File: src/rtl/student_pmod_arbiter.sv
// rtl/student_pmod_arbiter.sv - round-robin ownership arbiter for a shared 16-bit PMOD port
// Four requesters share one pad set; ownership ends on request drop, disable or hold-limit expiry.

module student_pmod_arbiter (
   input  logic        clk_in,
   input  logic        reset_int,
   input  logic        arb_en,
   input  logic [7:0]  hold_limit,
   input  logic [3:0]  req,
   input  logic [63:0] gpo_in,
   input  logic [63:0] oe_in,
   input  logic [15:0] pmod_gpi,
   output logic [3:0]  grant,
   output logic [15:0] pmod_gpo,
   output logic [15:0] pmod_gpio_oe,
   output logic [63:0] gpi_out,
   output logic        busy,
   output logic        timeout_irq
);

   typedef enum logic [1:0] {
      ST_IDLE  = 2'd0,
      ST_GRANT = 2'd1,
      ST_TURN  = 2'd2
   } state_t;

   state_t      state_q, state_d;
   logic [3:0]  grant_q, grant_d;
   logic [1:0]  last_q, last_d;
   logic [7:0]  hold_cnt_q, hold_cnt_d;
   logic        timeout_q, timeout_d;

   logic [1:0]  rr_idx;
   logic [1:0]  rr_cand;
   logic        rr_found;
   logic        owner_req;
   logic        others_pending;
   logic        limit_hit;

   // Walk downward so the candidate closest after last_q is the one left standing.
   always_comb begin
      rr_found = 1'b0;
      rr_idx   = last_q;
      rr_cand  = last_q;
      for (int k = 4; k >= 1; k--) begin
         rr_cand = last_q + 2'(k);
         if (req[rr_cand]) begin
            rr_found = 1'b1;
            rr_idx   = rr_cand;
         end
      end
   end

   assign owner_req      = |(req & grant_q);
   assign others_pending = |(req & ~grant_q);
   assign limit_hit      = (hold_limit != 8'd0) && (hold_cnt_q >= (hold_limit - 8'd1));

   always_comb begin
      state_d    = state_q;
      grant_d    = grant_q;
      last_d     = last_q;
      hold_cnt_d = hold_cnt_q;
      timeout_d  = 1'b0;
      case (state_q)
         ST_IDLE, ST_TURN: begin
            if (arb_en && rr_found) begin
               state_d    = ST_GRANT;
               grant_d    = 4'b0001 << rr_idx;
               last_d     = rr_idx;
               hold_cnt_d = 8'd0;
            end else begin
               state_d = ST_IDLE;
               grant_d = 4'b0000;
            end
         end
         ST_GRANT: begin
            // A voluntary release wins over a simultaneous timeout, so no irq then.
            if (!arb_en || !owner_req) begin
               state_d = ST_TURN;
               grant_d = 4'b0000;
            end else if (limit_hit && others_pending) begin
               state_d   = ST_TURN;
               grant_d   = 4'b0000;
               timeout_d = 1'b1;
            end else if (hold_cnt_q != 8'hFF) begin
               hold_cnt_d = hold_cnt_q + 8'd1;
            end
         end
         default: begin
            state_d = ST_IDLE;
            grant_d = 4'b0000;
         end
      endcase
   end

   always_ff @(posedge clk_in) begin
      if (reset_int) begin
         state_q    <= ST_IDLE;
         grant_q    <= 4'b0000;
         last_q     <= 2'd3;
         hold_cnt_q <= 8'd0;
         timeout_q  <= 1'b0;
      end else begin
         state_q    <= state_d;
         grant_q    <= grant_d;
         last_q     <= last_d;
         hold_cnt_q <= hold_cnt_d;
         timeout_q  <= timeout_d;
      end
   end

   // last_q always names the current owner while grant_q is non-zero.
   always_comb begin
      pmod_gpo     = 16'h0000;
      pmod_gpio_oe = 16'h0000;
      gpi_out      = 64'h0;
      if (grant_q != 4'b0000) begin
         pmod_gpo                     = gpo_in[{last_q, 4'h0} +: 16];
         pmod_gpio_oe                 = oe_in[{last_q, 4'h0} +: 16];
         gpi_out[{last_q, 4'h0} +: 16] = pmod_gpi;
      end
   end

   assign grant       = grant_q;
   assign busy        = (state_q != ST_IDLE);
   assign timeout_irq = timeout_q;

endmodule

File: config.mk
export PLATFORM = sky130hd
export DESIGN_NAME = student_pmod_arbiter
export DESIGN_NICKNAME = d
export VERILOG_FILES = /design/src/rtl/student_pmod_arbiter.sv
export SDC_FILE = /design/constraint.sdc
export NUM_CORES = 1
export LEC_CHECK = 0
export CORE_AREA = 5 5 97 99
export DETAILED_ROUTE_END_ITERATION = 10
export DIE_AREA = 0 0 102 104
export DONT_BUFFER_PORTS = 1
export HOLD_SLACK_MARGIN = 0.02
export MAX_ROUTING_LAYER = met4
export SLEW_MARGIN = 0
export SYNTH_ARGS = -nofsm -noshare
export SYNTH_HDL_FRONTEND = slang
export SYNTH_SLANG_ARGS = --single-unit
export TNS_END_PERCENT = 50
File: constraint.sdc
create_clock -name clk_in -period 4.88 [get_ports clk_in]
set_clock_uncertainty 0.1 [all_clocks]
set_input_delay 0.244 -clock clk_in [delete_from_list [all_inputs] [get_ports clk_in]]
set_output_delay 0.244 -clock clk_in [all_outputs]
set_load 0.1 [all_outputs]
# Word level (Yosys, flattened, before mapping)
# Cells that the tools add are included.
# totals
regBits	17
# op_classes
n_shift	5
eq_ne	8
n_lt_le_gt_ge	5
bitwise	5
muxes	32
n_reduce_logical	17
addsub	6
# op_table
cell	n
64-bit by 7-bit indexed part select with 16-bit output	2
64-bit bitwise AND	1
64-bit 2-to-1 mux	1
16-bit by 8-bit variable shift with 64-bit output, first input constant	1
16-bit by 8-bit indexed part select with 64-bit output	1
16-bit 2-to-1 mux	2
8-bit 2-to-1 mux	4
8-bit one-hot mux with 2 select lines	1
2-bit by 3-bit < comparator with 1-bit output, second input constant	4
4-bit 2-to-1 mux	3
1-bit 2-to-1 mux	10
2-bit 2-to-1 mux	5
8-bit by 1-bit adder with 8-bit output, second input constant	1
4-bit bitwise AND	2
1-bit binary-select mux with 2-bit select	4
8-bit greater-or-equal comparator	1
2-bit inequality test, second input constant	4
8-bit inequality test, second input constant	1
6-bit negator with 8-bit output	1
4-bit one-hot mux with 2 select lines	1
8-bit nonzero test	1
4-bit OR reduction	2
8-bit by 1-bit subtractor with 8-bit output, second input constant	1
5-bit AND reduction	1
other kinds (18)	23

# Depth between registers and ports, before layout
# Gate-level depths: netlist of run 1.
# depth
depth_word	9
depth_mapped	11
mapped_depth_nobuf	11

# Least setup slack after synthesis of run 1
# OpenSTA, ideal clock, no wires.
# synth_timing
path_type	reg2out
start	register last_q[1]
end	output gpi_out[10]
path_slack_ns	1.474
arrival_time_ns	3.062
path_stages_with_launch	8
t_required_ns	4.536
cell_sequence	dfxtp_1 -> clkbuf_1 -> buf_1 -> inv_1 -> ha_1 -> nor4_1 -> clkbuf_1 -> and2_1
# synth_via
elab_chain_len	4
word_cells_on_any_way	5
# synth_lines
element	line_no	rtl
start: declaration	29	logic [1:0] last_q, last_d;
start signal: assignment	106	last_q <= last_d;
6-bit negator with 8-bit output (*)	120	gpi_out[{last_q, 4'h0} +: 16] = pmod_gpi;
16-bit by 8-bit indexed part select with 64-bit output or 16-bit by 8-bit variable shift with 64-bit output (tied branches)	120	
64-bit bitwise AND (no source line) (*)	n/a	
64-bit 2-to-1 mux (*)	117	if (grant_q != 4'b0000) begin
end: declaration	16	output logic [63:0] gpi_out,
# Mark *: on every way between the ends. The rest lies on a longest branch, timed or not.

# Worst setup path in the final report of run 1
# layout_timing
start	register last_q[0]
end	output gpi_out[5]
# The elaborated chain is that of the path after synthesis.

==> flow_summary.yaml, run 1 <==
timing:
  fin_crit_sh: 0.674
  min_period_ns: 3.29
  setup_viol: 0
  rsz0062_at_grt: "no"
  tns_ns: 0
  setup_slack_ns: 1.59
  slew_headroom: 0.238
  hold_viol: 0
  slew_violations: 0
  worst_slew_pin_slew_ns: 1.14
  max_freq_mhz: 304
place:
  dpl_cell_area_um2: 3090
  gp_congestion: 0.922
  dp_hpwl_mm: 8.53
  pre_cts_slack_ns: 1.89
  port_buffers: 0
detailed_routing:
  routed_wirelength_mm: 10.2
  initialDrtViolationCount: 196
  firstDrtPassIters: 4
  viasPerCell: 5.99
  vias: 2564
  wire_per_inst_um: 23.8
  detail-route-antenna-nets: 0
  drc: 0
yosys:
  ys_types: 54
  synthTopCellsByArea: "mux4_2 26%, and2_1 14%, dfxtp_1 12%"
  syn_nets: 483
  ys_warn_count: 0
  yosysSeqAreaShare: 0.122
  yosysMostFrequentCell: "and2_1"
  synth_common_cells: "64 x and2_1, 33 x nor2b_1, 32 x mux4_2, 17 x dfxtp_1, 16 x nand2_1"
  syn-cell-area_um2: 2780
  yosys.area.top_type: "mux4_2"
  synth_edf_count: 0
  synthCells: 309
  async_flop_share: 0
  yosysTopAreaCellShare: 0.259
  ys_seq_elements: 17
  avgSynthCellArea_um2: 9.01
  ys.flop_type: "dfxtp_1"
floorplan:
  start_util: 0.329
  die_area_um2: 10600
  die_h_um: 104
  die_w_um: 102
  coreArea_um2: 8470
  rows: 34
  io-pin-count: 261
clocking:
  htree_num_levels: 1
  ctsRootBufferMaster: "clkbuf_8"
  cts_buffer_depth: 2
  clock-sinks: 17
  clk_pin_slew_ns: 0.07
  cts_tree: "yes"
  cts_buffers: 3
  cts_setup_buffers: 0
  clk_latency_ns: 0.25
global_routing:
  grt_overflow_total: 0
  busiest_layer: "met2"
  grt_use_met3: 0.0510
  globalRouteMet2Util: 0.314
  antenna_found_initial: 4
  grt_pass1_vias: 2506
  grt_use_total: 0.176
  grt_max_degree: 41
  grt_pass1_wl_mm: 14.5
  grtUsageMet1: 0.193
pwr:
  ir_drop_mv: 0.135
  p_switching_uw: 500
  p_comb_frac: 0.697
  internal-power_uw: 334
  cellLeakagePower_nw: 1.23
  p_per_area_nw_per_um2: 264
  clkPwrFrac: 0.127
  power.total_uw: 833
  switching_share: 0.600
  seqPwrFrac: 0.176
worst_hold_path:
  hold_start: "reset_int"
  hold_path_depth: 2
  hold_path_end: "last_q[1]"
  hold_class: "in2reg"
critical_path:
  r2r_setup_slack_ns: 2.69
  reg2regPathDepth: 7
  end_kind: "output port"
  startpoint_type: "flop"
  arrival_ns: 2.94
  r2r-start: "hold_cnt_q[2]"
  crit_type: "reg2out"
  worstPathRequired_ns: 4.54
  cp_max_fo: 16
  r2r_end: "hold_cnt_q[5]"
final_layout:
  fin_area_um2: 3150
  syn_to_final_growth_pct: 13.3
  fillers: 839
  layout-drive-gt1-share: 0.323
  fin_nets: 491
flow_run:
  cap_violations: 0
run_status:
  outcome: "complete, no violations"
power by group through the flow:
stage	Sequential, mW	Clock, mW	Combinational [mW]
6_report	0.146	0.106	0.581
3_3_place_gp	0.149	0	0.575
4_1_cts	0.146	0.109	0.584
2_1_floorplan	0.164	0	0.502
3_5_place_dp	0.150	0	0.581
5_1_grt	0.147	0.114	0.602
metal layers:
metal | wire length (um) | vias up
met5 | 0 | -
met4 | 104 | 0
met3 | 1040 | 6
met2 | 5420 | 151
met1 | 3620 | 1247
li1 | - | 1160
flip-flops by register name (all words and copies together) (netlist names):
signal       flops
grant            4
hold_cnt_q       8
last_q           2
state_q          2
timeout_irq      1
cell usage in the layout, fill, tap and decap left out, types with 3 or more instances in the layout:
cell type  instances
nor2b_2           32
and2_1            64
mux2i_1            4
inv_1             10
and3_1             4
mux4_2            32
buf_4             18
a21oi_1            5
nor2_1            15
a22o_1             5
diode_2            4
nand2b_1           4
nor3_1             3
dfxtp_1           15
nand3_1            8
xor2_1             4
nand2_1           16
o211ai_1           4
clkbuf_8           3
ha_1              15
o21ai_0            4
or4_1              3
a22oi_1            3
cell type report:
cell class	count	area, um2	share of cell area
multi-input cells	266	2430	0.773
flip-flops and latches	17	343	0.109
inverters	10	37.5	0.0119
diodes	4	10.0	0.00318
clock inverters	1	5.00	0.00159
repair buffers	19	145	0.0460
clock buffers	3	41.3	0.0131
well taps	108	135	0.0429
stage by stage:
step / utilization / hold WS, ns / cells
6_report: 0.372 / 0.108 / 428
5_1_grt: 0.372 / 0.130 / 428
4_1_cts: 0.371 / 0.105 / 424
3_5_place_dp: 0.364 / 0.218 / 419
3_3_place_gp: 0.364 / 0.218 / 419
2_1_floorplan: - / 0.386 / 309
timing repair:
| item | 4_1_cts | 5_1_grt |
|---|---|---|
| setup endpoints to repair | 0 | 0 |
| hold buffers | 1 | 0 |
| hold endpoints to repair | 2 | 0 |
| resized for setup | 0 | 0 |
logic make-up (layout without fill, tap and decap cells):
| family | after synthesis | in the layout | share of synthesized area |
|---|---|---|---|
| and+or+nand+nor | 169 | 169 | 0.360 |
| AOI/OAI and AO/OA | 38 | 38 | 0.113 |
| muxes | 38 | 38 | 0.281 |
| buffers and inverters | 26 | 33 | 0.0369 |
| DFF | 17 | 17 | 0.122 |
| adders and majority gates | 15 | 15 | 0.0674 |
| xor gates and xnor gates | 6 | 6 | 0.0189 |
| other | 0 | 4 | 0 |
how the worst max path moves through the flow:
stage / slack (ns) / startpoint / endpoint / cells past startpoint
6_report: 1.59 / last_q[0] / gpi_out[5] / 4
5_1_grt: 1.37 / last_q[0] / gpi_out[5] / 4
4_1_cts: 1.61 / last_q[0] / gpi_out[13] / 4
3_5_place_dp: 1.89 / last_q[0] / gpi_out[13] / 4
3_3_place_gp: 2.08 / last_q[0] / gpi_out[5] / 4
2_1_floorplan: 1.47 / last_q[1] / gpi_out[10] / 7
critical path, cell delays in order (launching register included):
cell	delay (ns)
dfxtp_2	0.33
inv_1	0.10
ha_1	0.42
nor4_2	0.95
and2_1	0.89
Note: power is estimated with default switching activity, not from simulation.
==> inputs of run 2 (changes only) <==
Settings changed: CORE_AREA 5 5 97 99 to 5 5 99 101, DIE_AREA 0 0 102 104 to 0 0 104 106.
Clock period 4.88 ns to 2.6 ns, I/O delays scaled along.
==> run 2 against run 1 <==
  * First-iteration DRC count shrank 13%
  * Via count grew 8.8%
  * Highest routed layer unchanged
  * Clock-buffer cell count is the same
  * Register-to-register slack lost 2.3 ns
  * Total power grew 120%
  * Combinational power grew 130%
  * Largest power group unchanged
==> flow_summary.yaml, run 2 (synthesis results as in run 1) <==
final_layout:
  regArea_um2: 343
  multiInputGateArea_um2: 2510
  fin_nets: 558
  fin_cells: 495
  syn_to_final_growth_pct: 63.6
  largest_reg_flops: 8
  mostFrequentLayoutCells: "66 x buf_12, 32 x mux4_2, 32 x nor2b_2"
  layout_commonest_cell: "buf_12"
  fin_util: 0.510
  top_register: "hold_cnt_q"
  fillers: 786
  layout-drive-gt1-share: 0.543
clocking:
  ctsRootBufferMaster: "clkbuf_8"
  cts_setup_buffers: 0
  clock-sinks: 17
  cts_buffer_depth: 2
  cts_tree: "yes"
  htree_num_levels: 1
  clk_pin_slew_ns: 0.07
  clk_latency_ns: 0.25
  cts_buffers: 3
pwr:
  cellLeakagePower_nw: 1.82
  clkPwrFrac: 0.107
  ir_drop_mv: 0.194
  p_per_area_nw_per_um2: 401
  power.total_mw: 1.83
  switching_share: 0.540
  p_switching_uw: 986
  internal-power_uw: 841
  seqPwrFrac: 0.155
  p_comb_frac: 0.739
worst_hold_path:
  hold_class: "in2reg"
floorplan:
  start_util: 0.311
  rows: 35
  die_area_um2: 11000
  die_w_um: 104
  coreArea_um2: 8930
  io-pin-count: 261
  die_h_um: 106
run_status:
  outcome: "complete, no violations"
timing:
  slew_violations: 0
  setup_viol: 0
  fin_crit_sh: 0.939
  whs_ns: 0.0332
  slew_headroom: 0.359
  setup_slack_ns: 0.160
  rsz0062_at_grt: "no"
  min_period_ns: 2.44
  hold_viol: 0
  max_freq_mhz: 410
  worst_slew_pin_slew_ns: 0.960
detailed_routing:
  initialDrtViolationCount: 170
  routed_wirelength_mm: 11.2
  viasPerCell: 5.63
  wire_per_inst_um: 22.5
  firstDrtPassIters: 6
  vias: 2789
  drc: 0
  detail-route-antenna-nets: 0
place:
  dp_hpwl_mm: 9.53
  gp_congestion: 0.954
  pre_cts_slack_ns: 0.0588
  place_inst: 489
  port_buffers: 0
critical_path:
  startpoint_type: "flop"
  reg2regPathDepth: 7
  r2r_end: "grant[0]"
  cp_max_fo: 35
  end_kind: "output port"
  worstPathRequired_ns: 2.37
  arrival_ns: 2.21
  crit_start: "last_q[0]"
  crit_path_end: "pmod_gpio_oe[0]"
  r2r-start: "last_q[0]"
  crit_type: "reg2out"
  r2r_setup_slack_ns: 0.43
global_routing:
  grt_pass1_wl_mm: 16.9
  grt_use_total: 0.194
  grt_max_degree: 40
  grt_pass1_vias: 2760
  grt_overflow_total: 0
  antenna_found_initial: 1
flow_run:
  cap_violations: 0
## run 2: cell types whose count changed in the layout (fill, tap and decap cells not counted), moves of 2 or more
cell     previous run  this run
and2_4              0        22
buf_12              0        66
and4_2              0         2
diode_2             4         1
and2_1             64        28
and2_2              0        14
and4_1              2         0
## run 2: how the worst min path moves through the flow
stage,from,cells after the start,to
after floorplan,arb_en,2,state_q[0]
after global placement,reset_int,1,state_q[0]
after detailed placement,reset_int,1,state_q[0]
after CTS,reset_int,3,timeout_irq
after global routing,reset_int,3,timeout_irq
final,reset_int,3,hold_cnt_q[4]
## run 2: area by class of cell
type | instances | area share
Antenna cell | 1 | 0.000550
Clock buffer | 3 | 0.00907
Inverter | 10 | 0.00824
Timing Repair Buffer | 86 | 0.324
Sequential cell | 17 | 0.0753
Multi-Input combinational cell | 266 | 0.552
Tap cell | 111 | 0.0305
Clock inverter | 1 | 0.00110
## run 2: worst max-delay path, stage by stage (launching register included)
cell,delay (ns)
dfxtp_2,0.39
buf_4,0.53
mux4_2,0.59
nor2b_2,0.17
buf_4,0.25
## run 2: through the flow
stage / setup TNS, ns / cell area, um2
2_1_floorplan: -20.43 / 2840
3_3_place_gp: 0 / 4480
3_5_place_dp: 0 / 4480
4_1_cts: -0.236 / 4540
5_1_grt: 0 / 4550
6_report: 0 / 4550
## run 2: per-layer routing
layer,GRT usage,wire length [um],vias up
met5,-,0,-
met4,0.0518,291,0
met3,0.0577,865,20
met2,0.342,5960,139
met1,0.213,4040,1344
li1,-,-,1286
## run 2: what timing repair did
action	in CTS	in global routing
endpoints found under the hold margin	5	0
setup endpoints to repair	10	48
hold buffers	1	0
gates resized for setup	1	12
## run 2: power by group through the flow
stage	sequential, mW	combinational (mW)	clock, mW
final	0.282	1.35	0.195
after floorplan	0.308	0.951	0
after global placement	0.287	1.34	0
after CTS	0.282	1.36	0.197
after detailed placement	0.288	1.35	0
after global routing	0.283	1.40	0.209
==> inputs of run 3 (changes only) <==
Settings changed: ABC_CLOCK_PERIOD_IN_PS set to 2600, BUFFER_PORTS_ARGS set to -buffer_cell sky130_fd_sc_hd__buf_2, CORE_AREA 5 5 99 101 to not set, CORE_MARGIN set to 5, CORE_UTILIZATION set to 34, DIE_AREA 0 0 104 106 to not set, DONT_BUFFER_PORTS 1 to not set, PLACE_DENSITY set to 0.78.
==> run 3 against run 2 <==
  * Clock-buffer cell count did not move
  * Final area rose by 17%
  * Via count rose by 27%
  * Worst hold slack improved by 0.037 ns
  * Sequential cell count did not move
==> flow_summary.yaml, run 3 (synthesis results as in run 1) <==
clocking:
  cts_setup_buffers: 0
  htree_num_levels: 1
  cts_buffers: 3
  ctsRootBufferMaster: "clkbuf_8"
  clk_latency_ns: 0.25
  clk_pin_slew_ns: 0.07
  cts_tree: "yes"
  clock-sinks: 17
  cts_buffer_depth: 2
floorplan:
  rows: 33
  die_w_um: 100
  io-pin-count: 261
  die_area_um2: 10100
  coreArea_um2: 8090
  die_h_um: 100
  start_util: 0.344
timing:
  slew_headroom: 0.648
  worst_slew_pin_slew_ns: 0.532
  fin_crit_sh: 0.937
  hold_viol: 0
  slew_violations: 0
  setup_viol: 0
  max_freq_mhz: 411
  tns_ns: 0
  min_period_ns: 2.44
place:
  place_inst: 666
  dp_hpwl_mm: 11.7
  dpl_cell_area_um2: 5260
  port_buffers: 260
  gp_congestion: 1.09
global_routing:
  grt_use_total: 0.262
  grt_pass1_wl_mm: 20.3
  grt_pass1_vias: 3764
  antenna_found_initial: 0
  grt_max_degree: 41
  grt_use_met3: 0.0332
  globalRouteMet2Util: 0.493
  grtUsageMet1: 0.294
  grt_overflow_total: 0
  busiest_layer: "met2"
final_layout:
  fin_cells: 670
  syn_to_final_growth_pct: 91.1
  largest_reg_flops: 8
  fillers: 653
  fin_util: 0.657
  multiInputGateArea_um2: 2430
  layout-drive-gt1-share: 0.634
  mostFrequentLayoutCells: "196 x buf_2, 65 x buf_12, 33 x nor2b_1"
  layout_commonest_cell: "buf_2"
  regArea_um2: 343
  fin_area_um2: 5320
  n_antenna_cell: 0
  top_register: "hold_cnt_q"
  fin_nets: 740
detailed_routing:
  firstDrtPassIters: 4
  drc: 0
  wire_per_inst_um: 20.2
  initialDrtViolationCount: 189
  routed_wirelength_mm: 13.6
  vias: 3529
  detail-route-antenna-nets: 0
  viasPerCell: 5.27
critical_path:
  cp_max_fo: 7
  cpPeakStageDelay_ns: 0.54
  crit_path_top_delay_cell: "or4_1"
  worstPathRequired_ns: 2.70
  end_kind: "flop"
  startpoint_type: "input port"
  arrival_ns: 2.53
  crit_type: "in2reg"
  crit_path_cell_trace: "buf_2 -> nor2_2 -> nand4b_1 -> or3_1 -> xor2_1 -> ha_1 -> a21oi_1 -> o21ai_0 -> a41oi_2 -> o21ai_4 -> or4_1 -> nand3_1"
run_status:
  outcome: "complete, no violations"
pwr:
  p_comb_frac: 0.737
  internal-power_uw: 803
  seqPwrFrac: 0.153
  p_per_area_nw_per_um2: 344
  p_switching_mw: 1.02
  cellLeakagePower_nw: 2.53
  clkPwrFrac: 0.110
  ir_drop_mv: 0.255
  power.total_mw: 1.83
  switching_share: 0.560
worst_hold_path:
  hold_class: "in2reg"
flow_run:
  cap_violations: 0
-- run 3: timing repair --
action / 4_1_cts / 5_1_grt
hold buffers: 0 / 0
setup endpoints to repair: 0 / 18
gates resized for setup: 0 / 3
-- run 3: stage by stage --
step / worst slack, ns / hold slack, ns
floorplan: -0.433 / 0.283
global placement: 0.0358 / 0.320
detailed placement: -0.0899 / 0.316
CTS: 0.0864 / 0.0530
global route: -0.000324 / 0.0992
finish: 0.165 / 0.0698
-- run 3: cell type report --
cell class | instances | area share
Timing Repair Buffer | 268 | 0.439
Multi-Input combinational cell | 266 | 0.456
Clock buffer | 3 | 0.00776
Tap cell | 105 | 0.0247
Clock inverter | 1 | 0.000941
Sequential cell | 17 | 0.0645
Inverter | 10 | 0.00706
-- run 3: power groups by stage --
stage	Combinational, mW	Clock, mW	Sequential, mW
floorplan	0.951	0	0.308
global placement	1.33	0	0.285
detailed placement	1.35	0	0.286
CTS	1.35	0.197	0.280
global route	1.41	0.214	0.281
finish	1.35	0.201	0.280
-- run 3: critical path, delay by kind of cell --
family                     cells  cell delay, ns
xor gates and xnor gates       1            0.16
adders and majority gates      1            0.29
AOI/OAI and AO/OA              4            0.63
and+or+nand+nor                5            1.21
buffers and inverters          1            0.11
-- run 3: final timing paths --
path | startpoint | end | slack, ns | depth (start not counted)
max | hold_limit[2] | hold_cnt_q[3] | 0.16 | 12
max reg2reg | hold_cnt_q[2] | hold_cnt_q[3] | 0.35 | 7
min reg2reg | hold_cnt_q[4] | hold_cnt_q[4] | 0.45 | 2
min | reset_int | state_q[0] | 0.07 | 2
-- run 3: layer usage --
layer	wire (um)	part of all wire	vias to the layer above
li1	-	-	1649
met1	4820	0.36	1705
met2	7360	0.54	151
met3	1030	0.076	24
met4	343	0.025	0
met5	0	0	-
